<file path="config.mk">
export PLATFORM = sky130hd
export DESIGN_NAME = if_fetch_flat
export DESIGN_NICKNAME = d
export VERILOG_FILES = /design/src/rtl/if_fetch_if.sv /design/src/rtl/if_fetch.sv /design/src/flat_wrapper.sv
export SDC_FILE = /design/constraint.sdc
export NUM_CORES = 1
export LEC_CHECK = 0
export BUFFER_PORTS_ARGS = -buffer_cell sky130_fd_sc_hd__buf_2
export CAP_MARGIN = 20
export CORE_MARGIN = 3
export CORE_UTILIZATION = 30
export CTS_CLUSTER_SIZE = 20
export DETAILED_ROUTE_END_ITERATION = 6
export HOLD_SLACK_MARGIN = 0.15
export SYNTH_ARGS = -nofsm -noshare
export SYNTH_HDL_FRONTEND = slang
export SYNTH_SLANG_ARGS = --single-unit
</file>
<file path="constraint.sdc">
create_clock -name clk -period 2.7 [get_ports clk]
set_input_delay 0.27 -clock clk [delete_from_list [all_inputs] [get_ports clk]]
set_output_delay 0.27 -clock clk [all_outputs]
set_load 0.05 [all_outputs]
</file>
<file path="src/rtl/if_fetch_if.sv">
// Wishbone classic bus bundle between the fetch unit (master) and memory (slave).
interface if_fetch_if #(
  parameter int ADDR_WIDTH = 32,
  parameter int DATA_WIDTH = 32
);
  logic                    wb_cyc_o;
  logic                    wb_stb_o;
  logic                    wb_we_o;
  logic [ADDR_WIDTH-1:0]   wb_adr_o;
  logic [DATA_WIDTH/8-1:0] wb_sel_o;
  logic [DATA_WIDTH-1:0]   wb_dat_i;
  logic                    wb_ack_i;

  modport master (
    output wb_cyc_o, wb_stb_o, wb_we_o, wb_adr_o, wb_sel_o,
    input  wb_dat_i, wb_ack_i
  );

  modport slave (
    input  wb_cyc_o, wb_stb_o, wb_we_o, wb_adr_o, wb_sel_o,
    output wb_dat_i, wb_ack_i
  );
endinterface

</file>
<file path="src/rtl/if_fetch.sv">
// Instruction fetch stage: one outstanding Wishbone read at a time, one
// instruction slot towards decode, with flush/redirect from the branch unit.
module if_fetch #(
  parameter int                    ADDR_WIDTH = 32,
  parameter int                    DATA_WIDTH = 32,
  parameter logic [ADDR_WIDTH-1:0] PC_ADDR    = 32'h8000_0000
) (
  input  logic                  clk,
  input  logic                  reset_n,
  input  logic                  flush,
  input  logic                  use_branch,
  input  logic [ADDR_WIDTH-1:0] branch_out,
  input  logic                  stall,
  if_fetch_if.master            wb,
  output logic [ADDR_WIDTH-1:0] if_pc,
  output logic [DATA_WIDTH-1:0] if_inst,
  output logic                  if_valid
);

  typedef enum logic [1:0] {IDLE, FETCH, HOLD} state_t;

  state_t                state;
  logic [ADDR_WIDTH-1:0] pc;
  logic [ADDR_WIDTH-1:0] redirect_pc;
  logic                  redirect_pending;
  logic                  bus_req;
  logic                  redirect;
  logic [ADDR_WIDTH-1:0] target;

  // Redirect = flush carrying a branch; targets are always word aligned.
  assign redirect = flush & use_branch;
  assign target   = {branch_out[ADDR_WIDTH-1:2], 2'b00};

  // Read-only master: cyc/stb come from a register set only while in FETCH.
  assign wb.wb_cyc_o = bus_req;
  assign wb.wb_stb_o = bus_req;
  assign wb.wb_we_o  = 1'b0;
  assign wb.wb_sel_o = '1;
  assign wb.wb_adr_o = pc;

  // Fetch FSM; a redirect seen mid-transaction is parked until the ack so
  // the in-flight read can complete cleanly before changing the PC.
  always_ff @(posedge clk) begin
    if (!reset_n) begin
      state            <= IDLE;
      pc               <= PC_ADDR;
      redirect_pending <= 1'b0;
      redirect_pc      <= PC_ADDR;
      if_valid         <= 1'b0;
      if_pc            <= PC_ADDR;
      if_inst          <= '0;
      bus_req          <= 1'b0;
    end else begin
      case (state)
        IDLE: begin
          state   <= FETCH;
          bus_req <= 1'b1;
          if (redirect) pc <= target;
        end
        FETCH: begin
          if (wb.wb_ack_i) begin
            bus_req <= 1'b0;
            if (flush || redirect_pending) begin
              // Stale data: drop it and restart from the newest target.
              if (redirect)              pc <= target;
              else if (redirect_pending) pc <= redirect_pc;
              redirect_pending <= 1'b0;
              state            <= IDLE;
            end else begin
              if_inst  <= wb.wb_dat_i;
              if_pc    <= pc;
              if_valid <= 1'b1;
              pc       <= pc + ADDR_WIDTH'(4);
              state    <= HOLD;
            end
          end else if (redirect) begin
            redirect_pending <= 1'b1;
            redirect_pc      <= target;
          end
        end
        HOLD: begin
          // Flush wins over stall.
          if (flush) begin
            if_valid <= 1'b0;
            if (redirect) pc <= target;
            state <= IDLE;
          end else if (!stall) begin
            if_valid <= 1'b0;
            bus_req  <= 1'b1;
            state    <= FETCH;
          end
        end
        default: begin
          state   <= IDLE;
          bus_req <= 1'b0;
        end
      endcase
    end
  end

endmodule

</file>
<file path="src/flat_wrapper.sv">
// flat-port wrapper written by rule: the top's interface ports become plain ports
module if_fetch_flat 
#(
  parameter int                    ADDR_WIDTH = 32,
  parameter int                    DATA_WIDTH = 32,
  parameter logic [ADDR_WIDTH-1:0] PC_ADDR    = 32'h8000_0000
)
  (clk, reset_n, flush, use_branch, branch_out, stall, if_pc, if_inst, if_valid, wb_wb_cyc_o, wb_wb_stb_o, wb_wb_we_o, wb_wb_adr_o, wb_wb_sel_o, wb_wb_dat_i, wb_wb_ack_i);
  if_fetch_if #(.ADDR_WIDTH(ADDR_WIDTH), .DATA_WIDTH(DATA_WIDTH)) wb_i ();
  input  logic clk;
  input  logic reset_n;
  input  logic flush;
  input  logic use_branch;
  input  logic [ADDR_WIDTH-1:0] branch_out;
  input  logic stall;
  output logic [ADDR_WIDTH-1:0] if_pc;
  output logic [DATA_WIDTH-1:0] if_inst;
  output logic if_valid;
  output wire logic [$bits(wb_i.wb_cyc_o)-1:0] wb_wb_cyc_o;
  output wire logic [$bits(wb_i.wb_stb_o)-1:0] wb_wb_stb_o;
  output wire logic [$bits(wb_i.wb_we_o)-1:0] wb_wb_we_o;
  output wire logic [$bits(wb_i.wb_adr_o)-1:0] wb_wb_adr_o;
  output wire logic [$bits(wb_i.wb_sel_o)-1:0] wb_wb_sel_o;
  input wire logic [$bits(wb_i.wb_dat_i)-1:0] wb_wb_dat_i;
  input wire logic [$bits(wb_i.wb_ack_i)-1:0] wb_wb_ack_i;
  assign wb_wb_cyc_o = wb_i.wb_cyc_o;
  assign wb_wb_stb_o = wb_i.wb_stb_o;
  assign wb_wb_we_o = wb_i.wb_we_o;
  assign wb_wb_adr_o = wb_i.wb_adr_o;
  assign wb_wb_sel_o = wb_i.wb_sel_o;
  assign wb_i.wb_dat_i = wb_wb_dat_i;
  assign wb_i.wb_ack_i = wb_wb_ack_i;
  if_fetch #(.ADDR_WIDTH(ADDR_WIDTH), .DATA_WIDTH(DATA_WIDTH), .PC_ADDR(PC_ADDR)) u_core (.clk(clk), .reset_n(reset_n), .flush(flush), .use_branch(use_branch), .branch_out(branch_out), .stall(stall), .wb(wb_i), .if_pc(if_pc), .if_inst(if_inst), .if_valid(if_valid));
endmodule
</file>
After elaboration in Yosys (flattened, before gate mapping) --
Cells that the tools add are included.
Storage, ports and cells: bits in latches 0, memories 0, ROM bits 0, output and inout port bits 104, register bits 131, RAM bits 0
Operators by class: multipliers 0, mux-type cells 24, magnitude comparators 0, eq/ne operators 10, $add $sub $neg 1, bitwise gates (word level) 3, shift-type cells 0, reductions and logical operators 12, div/mod/pow operators 0
Operators with widths (count):
- $mux 32 | 6
- $pmux 32 s3 | 1
- $add 32x3->32 const B | 1
- $reduce_and 3->1 | 4
- $mux 1 | 10
- $ne 2x2->1 const B | 5
- $mux 2 | 4
- $reduce_and 4->1 | 2
- $pmux 2 s3 | 1
- $ne 4x2->1 const B | 1
- $reduce_bool 2->1 | 2
- $ne 3x3->1 const B | 1
- $pmux 1 s3 | 1
- $reduce_bool 3->1 | 1
- $eq 2x1->1 const B | 1
- $eq 2x2->1 const B | 1
- $logic_not 2->1 | 1
- $ne 2x1->1 const B | 1
- $not 1->1 | 2
- $pmux 1 s2 | 1
- $reduce_and 2->1 | 1
- $and 1x1->1 | 1
- $logic_or 1x1->1 | 1

Logic depth before layout (Yosys ltp) --
depth in word-level cells 5, gate-level depth with buffers 8, gate-level depth less buffers 6

Least setup slack after synthesis --
OpenSTA, ideal clock, no wires.
path type reg-to-reg, from register u_core.pc[2], in the netlist u_core.wb.wb_adr_o[2], to register u_core.pc[30], in the netlist u_core.wb.wb_adr_o[30], stages on the path, launching flop included 7, arrival 2.221 ns, data required time 2.577 ns, period minus slack after synthesis 2.344 ns, setup slack 0.356 ns, cells stage by stage dfxtp_1 -> ha_1 -> nand2_1 -> or4_1 -> o311ai_1 -> o41a_1 -> o21ai_1
Between the ends: word-level cells in the longest chain between the ends 4
Ends and longest elaborated chain:
- start, declared | RTL line if_fetch.sv:23 | logic [ADDR_WIDTH-1:0] pc;
- start signal, assigned | RTL line if_fetch.sv:58 | if (redirect) pc <= target;
- start signal, assigned | RTL line if_fetch.sv:65 | if (redirect) pc <= target;
- start signal, assigned | RTL line if_fetch.sv:66 | else if (redirect_pending) pc <= redirect_pc;
- $add 32x3->32 | RTL line if_fetch.sv:73 | pc <= pc + ADDR_WIDTH'(4);
- $mux 32 | RTL line if_fetch.sv:63 | if (flush || redirect_pending) begin
- $mux 32 | RTL line if_fetch.sv:61 | if (wb.wb_ack_i) begin
- $pmux 32 s3 | RTL line if_fetch.sv:54 | case (state)
Every way passes these cells. The select of a mux whose other input is x is not followed. A chain may end at the register's enable or synchronous reset.

Worst setup path after layout --
from register u_core.state[0], to register u_core.if_inst[22]
Between the ends: word-level cells in the longest chain between the ends 2
Ends and longest elaborated chain:
- start, declared | RTL line if_fetch.sv:22 | state_t state;
- start signal, assigned | RTL line if_fetch.sv:45 | state <= IDLE;
- start signal, assigned | RTL line if_fetch.sv:56 | state <= FETCH;
- start signal, assigned | RTL line if_fetch.sv:68 | state <= IDLE;
- $eq 2x1->1 | RTL line if_fetch.sv:54
- $reduce_and 3->1 (no source line)
- end signal, assigned | RTL line if_fetch.sv:70 | if_inst <= wb.wb_dat_i;
- end, declared | RTL line if_fetch.sv:16 | output logic [DATA_WIDTH-1:0] if_inst,
Every way passes these cells.

==> metrics.md <==
| Metric | Value |
|---|---|
| Vias in the first global route | 5692 |
| Post-synthesis instance total | 744 |
| HP Class | input port to flip-flop |
| TritonRoute pass-1 iters | 5 |
| Final WL | 19300 um |
| Drt wl/cell | 15.7 um |
| IO Count | 174 |
| Top cells by count, synth | 219 x nand2_1, 127 x dfxtp_1, 91 x a21boi_0, 48 x clkbuf_1, 23 x o21ai_0 |
| CTS H-Tree Depth | 4 |
| Clk slew on worst S/H paths | 60 ps |
| Die Footprint | 21700 um^2 |
| Fillers | 1979 |
| Syn_area_per_cell | 8.04 um^2 |
| Antenna diode count | 0 |
| Most common cell in the netlist | nand2_1 |
| Post-synth cell types | 66 |
| Top_reg_cell synth | dfxtp_1 |
| Worst slew pin tran | 617 ps |
| Worst-Skew Late Latency | 410 ps |
| Crit-path max FO | 31 |
| Seq/Total Area, Yosys | 0.425 |
| Worst R2R Path Depth | 6 |
| Final ANT Viol Nets | 0 |
| Postcts setup bufs | 0 |
| Clock root cell | clkbuf_16 |
| IO Port Bufs | 162 |
| Post-route clock period utilization | 0.861 |
| Sequential fraction of design power | 0.387 |
| GRT Util Overall | 0.176 |
| FMAX | 430 MHz |
| Vias | 6038 |
| WP data required | 3020 ps |
| Worst path arrival time | 2650 ps |
| Rel. slew slack | 0.589 |
| Initial DRC count | 471 |
| DPL Wire Length | 13100 um |
| Logic pwr share | 0.168 |
| Synthesis warning total | 0 |
| Worst vdd ir | 0.000312 V |
| Int Pwr | 3.78 mW |
| Unrepaired setup endpoints after global routing | false |
| Clock sink count | 127 |
| Synthesis-stage register bit count | 127 |
| Initial Utilization | 0.306 |
| Final hold vios | 0 |
| Asr flop ratio synth | 0 |
| Total grt overflow | 0 |
| Number of buffers created by CTS | 17 |
| Post-synth top area share | 0.425 |
| Area Overhead vs Synth | 39.5% |
| Die Height | 147 um |
| Share of cells above drive strength 1 | 0.243 |
| Skew final | 11.5 ps |
| Cell Area, Synth | 5980 um^2 |
| Setup TNS | 0 ps |
| Register area | 2540 um^2 |
| Synth area leaders | dfxtp_1 43%, nand2_1 14%, a21boi_0 11%, clkbuf_1 3.0%, o21ai_0 1.9% |
| Hold-critical path depth | 2 |
| Leak | 3.42 nW |
| DRC | 0 |
| CTS tree | yes |
| Area leader, netlist | dfxtp_1 |
| Core area | 19500 um^2 |
| Clk network pwr share | 0.444 |
| Max cap viols | 0 |
| Critical Path Source Type | flip-flop |
| Post-synth EDFFs | 0 |
| Pins Over Slew Limit | 0 |
| Crit. End Element | flip-flop |
| First-pass GRT wire length | 30900 um |
| Initial antenna violation count | 0 |
| Die W | 147 um |
| Minimum clock period | 2330 ps |
| FP Rows | 51 |
| Status | complete, no violations |
| Switch share | 0.287 |
| Fin nets | 1027 |
| CTS Buffer Depth | 2 |
| Pin count of the biggest net entering global routing | 64 |
| Switching power | 1.52 mW |
| Setup violators final | 0 |
| Multi-input logic area | 3170 um^2 |
| Final hold slack | 238 ps |
| Setup CP Type | flip-flop to flip-flop |
| Via-per-instance ratio | 4.89 |
| PD cells | 636 nW/um^2 |
| Placer Congestion | 0.773 |
==> state kept, by name, indices dropped and copies added, names as in the netlist <==
| signal | flops |
|---|---|
| u_core.if_inst | 32 |
| u_core.redirect_pending | 1 |
| u_core.wb.wb_adr_o | 30 |
| u_core.redirect_pc | 30 |
| u_core.if_valid | 1 |
| u_core.wb.wb_cyc_o | 1 |
| u_core.state | 2 |
| u_core.if_pc | 30 |
==> power groups by stage <==
stage	sequential [mW]	clock, mW	combinational, mW
finish	2.05	2.36	0.893
global route	2.07	2.49	0.958
CTS	2.05	2.42	0.894
detailed placement	2.09	0	0.821
global placement	2.09	0	0.817
floorplan	2.29	0	0.362
==> area by class of cell <==
type	count	area share
clock buffer	22	0.0569
timing repair buffer	253	0.201
multi-input combinational	553	0.380
clock inverter	10	0.0162
tap	265	0.0398
sequential	127	0.305
inverter	4	0.00180
==> critical path, cell delays in order, from the launching register on <==
cell	delay (ps)
dfxtp_1	520
nor2b_1	550
and3_2	300
buf_4	220
buf_4	360
nand2_1	90
a21boi_0	190
==> layer usage <==
metal  track usage  wire length [um]  part of all wire
met1         0.235              9030              0.47
met2         0.291              9140              0.47
met3        0.0349               917             0.047
met4        0.0517               243             0.013
met5             0                 0                 0
==> cell usage in the layout, fill, tap and decap left out, types with 5 or more instances in the layout <==
master         instances
buf_2                161
o21ai_0               23
o211a_1                5
a31oi_1                8
a21oi_1               20
dlygate4sd3_1         62
nor3_1                 8
nor3b_1                5
a221oi_1               5
and3_1                 6
clkbuf_16             17
a21boi_1               6
a21boi_0              91
conb_1                 9
nand3_1               19
dfxtp_1              127
o211ai_1               5
buf_4                 28
and2_1                 5
a22o_1                 6
a221o_1                6
a22oi_1                5
nand2_1              218
nor2_1                20
nand4_1                5
==> final timing paths <==
check                    from                 end  slack [ps]
max           u_core.state[0]  u_core.if_inst[22]         370
min                   reset_n  u_core.if_inst[12]         240
max reg2reg   u_core.state[0]  u_core.if_inst[22]         370
min reg2reg  u_core.if_pc[28]    u_core.if_pc[28]         460
==> cell families (layout without fill, tap and decap cells) <==
| family | after synthesis | in the layout | synth area share |
|---|---|---|---|
| muxes | 1 | 1 | 0.00167 |
| other | 2 | 9 | 0.00126 |
| buffers and inverters | 71 | 289 | 0.0519 |
| xor gates and xnor gates | 3 | 3 | 0.00440 |
| and+or+nand+nor | 317 | 317 | 0.240 |
| AOI/OAI and AO/OA | 222 | 222 | 0.273 |
| adders and majority gates | 1 | 1 | 0.00209 |
| DFF | 127 | 127 | 0.425 |
==> through the flow <==
stage / power (mW) / cells / setup slack [ps] / util / area, um^2
floorplan: 2.65 / 751 / 356 / - / 6000
global placement: 2.91 / 1140 / 424 / 0.364 / 7110
detailed placement: 2.92 / 1140 / 381 / 0.364 / 7110
CTS: 5.37 / 1234 / 357 / 0.427 / 8340
global route: 5.52 / 1234 / 146 / 0.427 / 8340
finish: 5.31 / 1234 / 374 / 0.427 / 8340
==> what timing repair did <==
item	4_1_cts	5_1_grt
hold buffers	62	0
endpoints found under the hold margin	65	0
resized for setup	0	0
(Power assumes the default switching activity.)
